$ cat src/rtl/seven_capture.sv
// Monitor for a multiplexed 4-digit active-low seven-segment bus: debounces each
// anode dwell, decodes the glyph back to BCD and publishes a full frame with a strobe.
module seven_capture #(
  parameter int unsigned STABLE_CYCLES  = 4,
  parameter int unsigned TIMEOUT_CYCLES = 1000000
) (
  input  logic        clk,
  input  logic        rst,
  input  logic [3:0]  an,
  input  logic [7:0]  seg,
  output logic [15:0] digits,
  output logic [3:0]  dp,
  output logic [3:0]  digit_err,
  output logic        frame_valid,
  output logic        stalled
);

  localparam int unsigned RUN_W = 8;
  localparam int unsigned TO_W  = $clog2(TIMEOUT_CYCLES + 1);
  localparam logic [RUN_W-1:0] RUN_MAX = RUN_W'(STABLE_CYCLES);
  localparam logic [TO_W-1:0]  TO_MAX  = TO_W'(TIMEOUT_CYCLES);

  // Registered bus sample and dwell tracking
  logic [3:0]       s_an;
  logic [7:0]       s_seg;
  logic [RUN_W-1:0] run;
  logic             armed;

  // Frame assembly state
  logic [3:0]       mask;
  logic [15:0]      stg_digits;
  logic [3:0]       stg_dp;
  logic [3:0]       stg_err;
  logic [TO_W-1:0]  to_cnt;

  logic             change_c;
  logic [3:0]       an_act_c;
  logic             one_hot_c;
  logic             cap_c;
  logic [1:0]       pos_c;
  logic [3:0]       nib_c;
  logic             err_c;
  logic             publish_c;
  logic             timeout_c;
  logic [3:0]       mask_next_c;

  // Capture qualification on the registered sample
  always_comb begin
    change_c  = ({an, seg} != {s_an, s_seg});
    an_act_c  = ~s_an;
    one_hot_c = (an_act_c != 4'd0) && ((an_act_c & (an_act_c - 4'd1)) == 4'd0);
    cap_c     = (run == RUN_MAX) && armed && one_hot_c;
    publish_c = (mask == 4'b1111);
    timeout_c = !cap_c && (to_cnt == (TO_MAX - TO_W'(1)));
  end

  // Active anode to position index; only meaningful when one_hot_c is set
  always_comb begin
    case (an_act_c)
      4'b0001: pos_c = 2'd0;
      4'b0010: pos_c = 2'd1;
      4'b0100: pos_c = 2'd2;
      default: pos_c = 2'd3;
    endcase
  end

  // Glyph decode, active-low g..a; dp is ignored here
  always_comb begin
    nib_c = 4'hF;
    err_c = 1'b0;
    case (s_seg[6:0])
      7'b1000000: nib_c = 4'd0;
      7'b1111001: nib_c = 4'd1;
      7'b0100100: nib_c = 4'd2;
      7'b0110000: nib_c = 4'd3;
      7'b0011001: nib_c = 4'd4;
      7'b0010010: nib_c = 4'd5;
      7'b0000010: nib_c = 4'd6;
      7'b1111000: nib_c = 4'd7;
      7'b0000000: nib_c = 4'd8;
      7'b0010000: nib_c = 4'd9;
      default: begin
        nib_c = 4'hF;
        err_c = 1'b1;
      end
    endcase
  end

  // A capture landing in the publish cycle goes into the freshly cleared mask
  always_comb begin
    mask_next_c = mask;
    if (publish_c || timeout_c) begin
      mask_next_c = 4'b0000;
    end
    if (cap_c) begin
      mask_next_c[pos_c] = 1'b1;
    end
  end

  // Input sampling, run length and one-capture-per-dwell arming
  always_ff @(posedge clk) begin
    if (rst) begin
      s_an  <= 4'hF;
      s_seg <= 8'hFF;
      run   <= '0;
      armed <= 1'b1;
    end else begin
      if (cap_c) begin
        armed <= 1'b0;
      end
      if (change_c) begin
        s_an  <= an;
        s_seg <= seg;
        run   <= RUN_W'(1);
        armed <= 1'b1;
      end else if (run != RUN_MAX) begin
        run <= run + RUN_W'(1);
      end
    end
  end

  // Staging, mask and frame publish
  always_ff @(posedge clk) begin
    if (rst) begin
      stg_digits  <= 16'hFFFF;
      stg_dp      <= 4'h0;
      stg_err     <= 4'hF;
      mask        <= 4'h0;
      digits      <= 16'hFFFF;
      dp          <= 4'h0;
      digit_err   <= 4'hF;
      frame_valid <= 1'b0;
    end else begin
      if (cap_c) begin
        stg_digits[{pos_c, 2'b00} +: 4] <= nib_c;
        stg_dp[pos_c]                   <= ~s_seg[7];
        stg_err[pos_c]                  <= err_c;
      end
      mask        <= mask_next_c;
      frame_valid <= publish_c;
      if (publish_c) begin
        digits    <= stg_digits;
        dp        <= stg_dp;
        digit_err <= stg_err;
      end
    end
  end

  // Stall watchdog; counter saturates so the stall event fires once
  always_ff @(posedge clk) begin
    if (rst) begin
      to_cnt  <= '0;
      stalled <= 1'b0;
    end else begin
      if (cap_c) begin
        to_cnt  <= '0;
        stalled <= 1'b0;
      end else begin
        if (to_cnt != TO_MAX) begin
          to_cnt <= to_cnt + TO_W'(1);
        end
        if (timeout_c) begin
          stalled <= 1'b1;
        end
      end
    end
  end

endmodule

$ cat config.mk
export PLATFORM = sky130hd
export DESIGN_NAME = seven_capture
export DESIGN_NICKNAME = d
export VERILOG_FILES = /design/src/rtl/seven_capture.sv
export SDC_FILE = /design/constraint.sdc
export NUM_CORES = 1
export LEC_CHECK = 0
export ABC_CLOCK_PERIOD_IN_PS = 6200
export BUFFER_PORTS_ARGS = -buffer_cell sky130_fd_sc_hd__buf_2
export CORE_MARGIN = 2
export CORE_UTILIZATION = 40
export CTS_CLUSTER_DIAMETER = 40
export DETAILED_ROUTE_END_ITERATION = 8
export PLACE_DENSITY = 0.6
export SLEW_MARGIN = 20
export SYNTH_ARGS = -nofsm -noshare
export SYNTH_HDL_FRONTEND = slang
export SYNTH_SLANG_ARGS = --single-unit
$ cat constraint.sdc
create_clock -name clk -period 6.2 [get_ports clk]
set_input_delay 0.62 -clock clk [delete_from_list [all_inputs] [get_ports clk]]
set_output_delay 0.62 -clock clk [all_outputs]
set_load 0.05 [all_outputs]
==> summary.md <==
| Metric | Value |
|---|---|
| Status | completed |
| Max-slew violation count | 0 |
| WL final | 7.976 mm |
| Max Clock Skew | 15.46 ps |
| Sequential share of the synthesized area | 0.4596 |
| Via density | 5.040 |
| Layout cell share with drive strength beyond 1 | 0.1657 |
| Die footprint | 0.01117 sq mm |
| Area of the multi-input gates | 0.002090 sq mm |
| VDD IR max | 0.0001216 V |
| GR Util met3 | 0.03587 |
| Dpl cells | 614 |
| Gpl congestion | 0.7996 |
| Post-synth EDFFs | 0 |
| HP Class | reg2reg |
| Die W | 105.7 um |
| Antenna diodes | 0 |
| Setup TNS | 0 ps |
| Most frequent cells in the layout | dfxtp_1, nand2_1, nor2_1 |
| First-pass GRT wire length | 13.66 mm |
| Startpoint Class | register |
| Vias in the first global route | 2944 |
| Primary FF master, synth | dfxtp_1 |
| Netlist cell types | 53 |
| Vias post-DR | 3180 |
| Antenna violations before repair | 0 |
| Detailed Routing Iterations Pass 1 | 4 |
| Minimum clock period | 2716 ps |
| Largest net degree at the start of global routing | 42 |
| Routed Antenna Nets | 0 |
| Die Y | 105.7 um |
| CP Cell Sequence | nand4b_1 > ha_1 > a21boi_0 > a2111oi_4 > nand4_4 > a221o_1 |
| Tightest Pin Transition | 781.6 ps |
| Worst-path clk slew | 100 ps |
| Worst r2r dst | stg_digits[0] |
| GR Util met2 | 0.2452 |
| Ranking of synthesized cells by area | dfxtp_1, nand2_1, nand3_1 |
| Power, Total | 1.043 mW |
| Pwr Density | 227.6 mW/mm^2 |
| Non-Filler Instances | 631 |
| Max H-tree Level | 3 |
| Syn nets | 484 |
| Ys async rst share | 0 |
| DR iter-0 viols | 123 |
| Crit Reg-Reg Startpoint | s_an[0] |
| Syn-to-layout area delta | 10.80% |
| Filler instances | 1044 |
| YS warnings | 0 |
| Hold endpoint | armed |
| CORE AREA | 0.01018 sq mm |
| MaxCap Viol Count | 0 |
| Post-route DRC | 0 |
| Final Hold Vio Count | 0 |
| Total global routing overflow | 0 |
| Initial Util | 0.4063 |
| Post-Synthesis Cell Area | 0.004138 sq mm |
| Crit end category | register |
| Total CTS buffers | 9 |
| Critical-path top delay cell | dfxtp_1 |
| Tcrit/Tclk final | 0.4381 |
| Post-DP HPWL | 5.582 mm |
| Top Ports | 40 |
| CP max FO | 10 |
| WS Path Type | reg2reg |
| Commonest non-fill, non-tap cell in the layout | dfxtp_1 |
| CTS root buffer | clkbuf_8 |
| Seq cells post-synth | 95 |
| Clk_lat worst skew | 360 ps |
| HP Start | armed |
| Aggregate global-route resource usage | 0.1506 |
| Arrival time at the worst endpoint | 2960 ps |
| Design Area, Final | 0.004584 sq mm |
| RSZ-0062 raised after global routing | false |
| CTS tree | done |
| Gr busiest metal | met2 |
| Grt met1 use | 0.1971 |
| Mean routed wirelength per cell | 12.64 um |
| Final setup fails | 0 |
| CTS Hold Buffers Added | 0 |
| Row Count | 37 |
| DP Area | 0.004402 sq mm |
| Synth Area per Inst | 8.976 sq um |
| CP max stage delay | 530 ps |
| Largest area contributor in the netlist | dfxtp_1 |
| Post-CTS setup buffers | 0 |
| Req. time, crit path | 6450 ps |
| LEAKAGE | 1.799 nW |
| Number of port buffers | 39 |
| Mapped Cells | 461 |
| Fmax | 368.2 MHz |
| R2R Setup Slk | 3480 ps |
| Clk buf depth | 2 |
| Nets | 513 |
| WHS Path Cells | 1 |
| Slew headroom | 0.4789 |
| Register area | 0.001902 sq mm |
| Worst R2R Path Depth | 6 |
| Clk sinks | 95 |
| Resized cells post-CTS | 0 |
| Yosys top cell area share | 0.4596 |
==> stage by stage <==
step | utilization | setup slack (ps) | hold slack [ps]
final | 0.4501 | 3484 | 455.5
after global routing | 0.4501 | 3137 | 452.2
after CTS | 0.4490 | 3419 | 452.2
after detailed placement | 0.4322 | 3039 | 433.4
after global placement | 0.4322 | 3115 | 435.3
after floorplan | - | 3802 | 418.4
==> worst max path at each step <==
| stage | start | endpoint | slack, ps |
|---|---|---|---|
| floorplan | s_an[0] | stg_digits[0] | 3800 |
| global placement | rst | to_cnt[17] | 3110 |
| detailed placement | rst | to_cnt[8] | 3040 |
| CTS | rst | to_cnt[11] | 3420 |
| global route | rst | to_cnt[1] | 3140 |
| finish | s_an[0] | stg_digits[0] | 3480 |
==> power breakdown <==
group | switching (mW) | leakage (nW) | internal (mW)
registers | 0.0124 | 0.771 | 0.616
logic | 0.0324 | 0.942 | 0.0220
clock network | 0.215 | 0.0854 | 0.146
==> final cells by class <==
class	instances	share of cell area
clock buffers	9	0.02702
multi-input cells	332	0.4558
clock inverters	7	0.01037
inverters	12	0.009825
repair buffers	40	0.04503
well taps	136	0.03712
flip-flops and latches	95	0.4148
==> worst max-delay path, delay by kind of cell (launching register included) <==
family | cells | cell delay (ps)
AND/OR/NAND/NOR | 2 | 580
adder cells (fa/ha/maj) | 1 | 390
flip-flops | 1 | 530
AO/OA/AOI/OAI | 3 | 1090
==> state kept, by name (all words and copies together) (netlist names) <==
signal	cells
armed	1
digit_err	4
digits	16
dp	4
frame_valid	1
mask	4
run	8
s_an	4
s_seg	8
stalled	1
stg_digits	16
stg_dp	4
stg_err	4
to_cnt	20
==> layer usage <==
layer	part of all wire	vias to the layer above	wire length, um
met5	0	-	0
met4	0.012	0	95
li1	-	1653	-
met2	0.46	52	3707
met3	0.035	10	280
met1	0.49	1465	3892
==> synthesized netlist by cell type, types with 2 or more instances <==
master and number:
dfxtp_1 95, o21ai_0 4, nand2_1 70, o211ai_4 2, xor2_1 21, nand4b_1 3, a221o_1 12, buf_2 6
inv_1 10, or2_2 14, nor2_1 52, nand2b_1 3, and3_1 5, o31ai_1 3, nand3_1 41, o211ai_1 5
o21a_1 2, nand4_1 6, and2_1 2, nand4_2 2, nor4b_1 4, mux2i_1 5, clkbuf_1 14, ha_1 9
xnor2_1 17, nor4_1 8, nor3_1 7, a21oi_1 12, and4_1 3
==> kinds of logic after synthesis <==
group	synth area share
mux	0.01210
compound gates	0.1043
simple gates	0.2809
xor+xnor	0.08044
fa+ha+maj	0.02722
flops	0.4596
buf+inv	0.03538
Note: power is estimated with default switching activity, not from simulation.
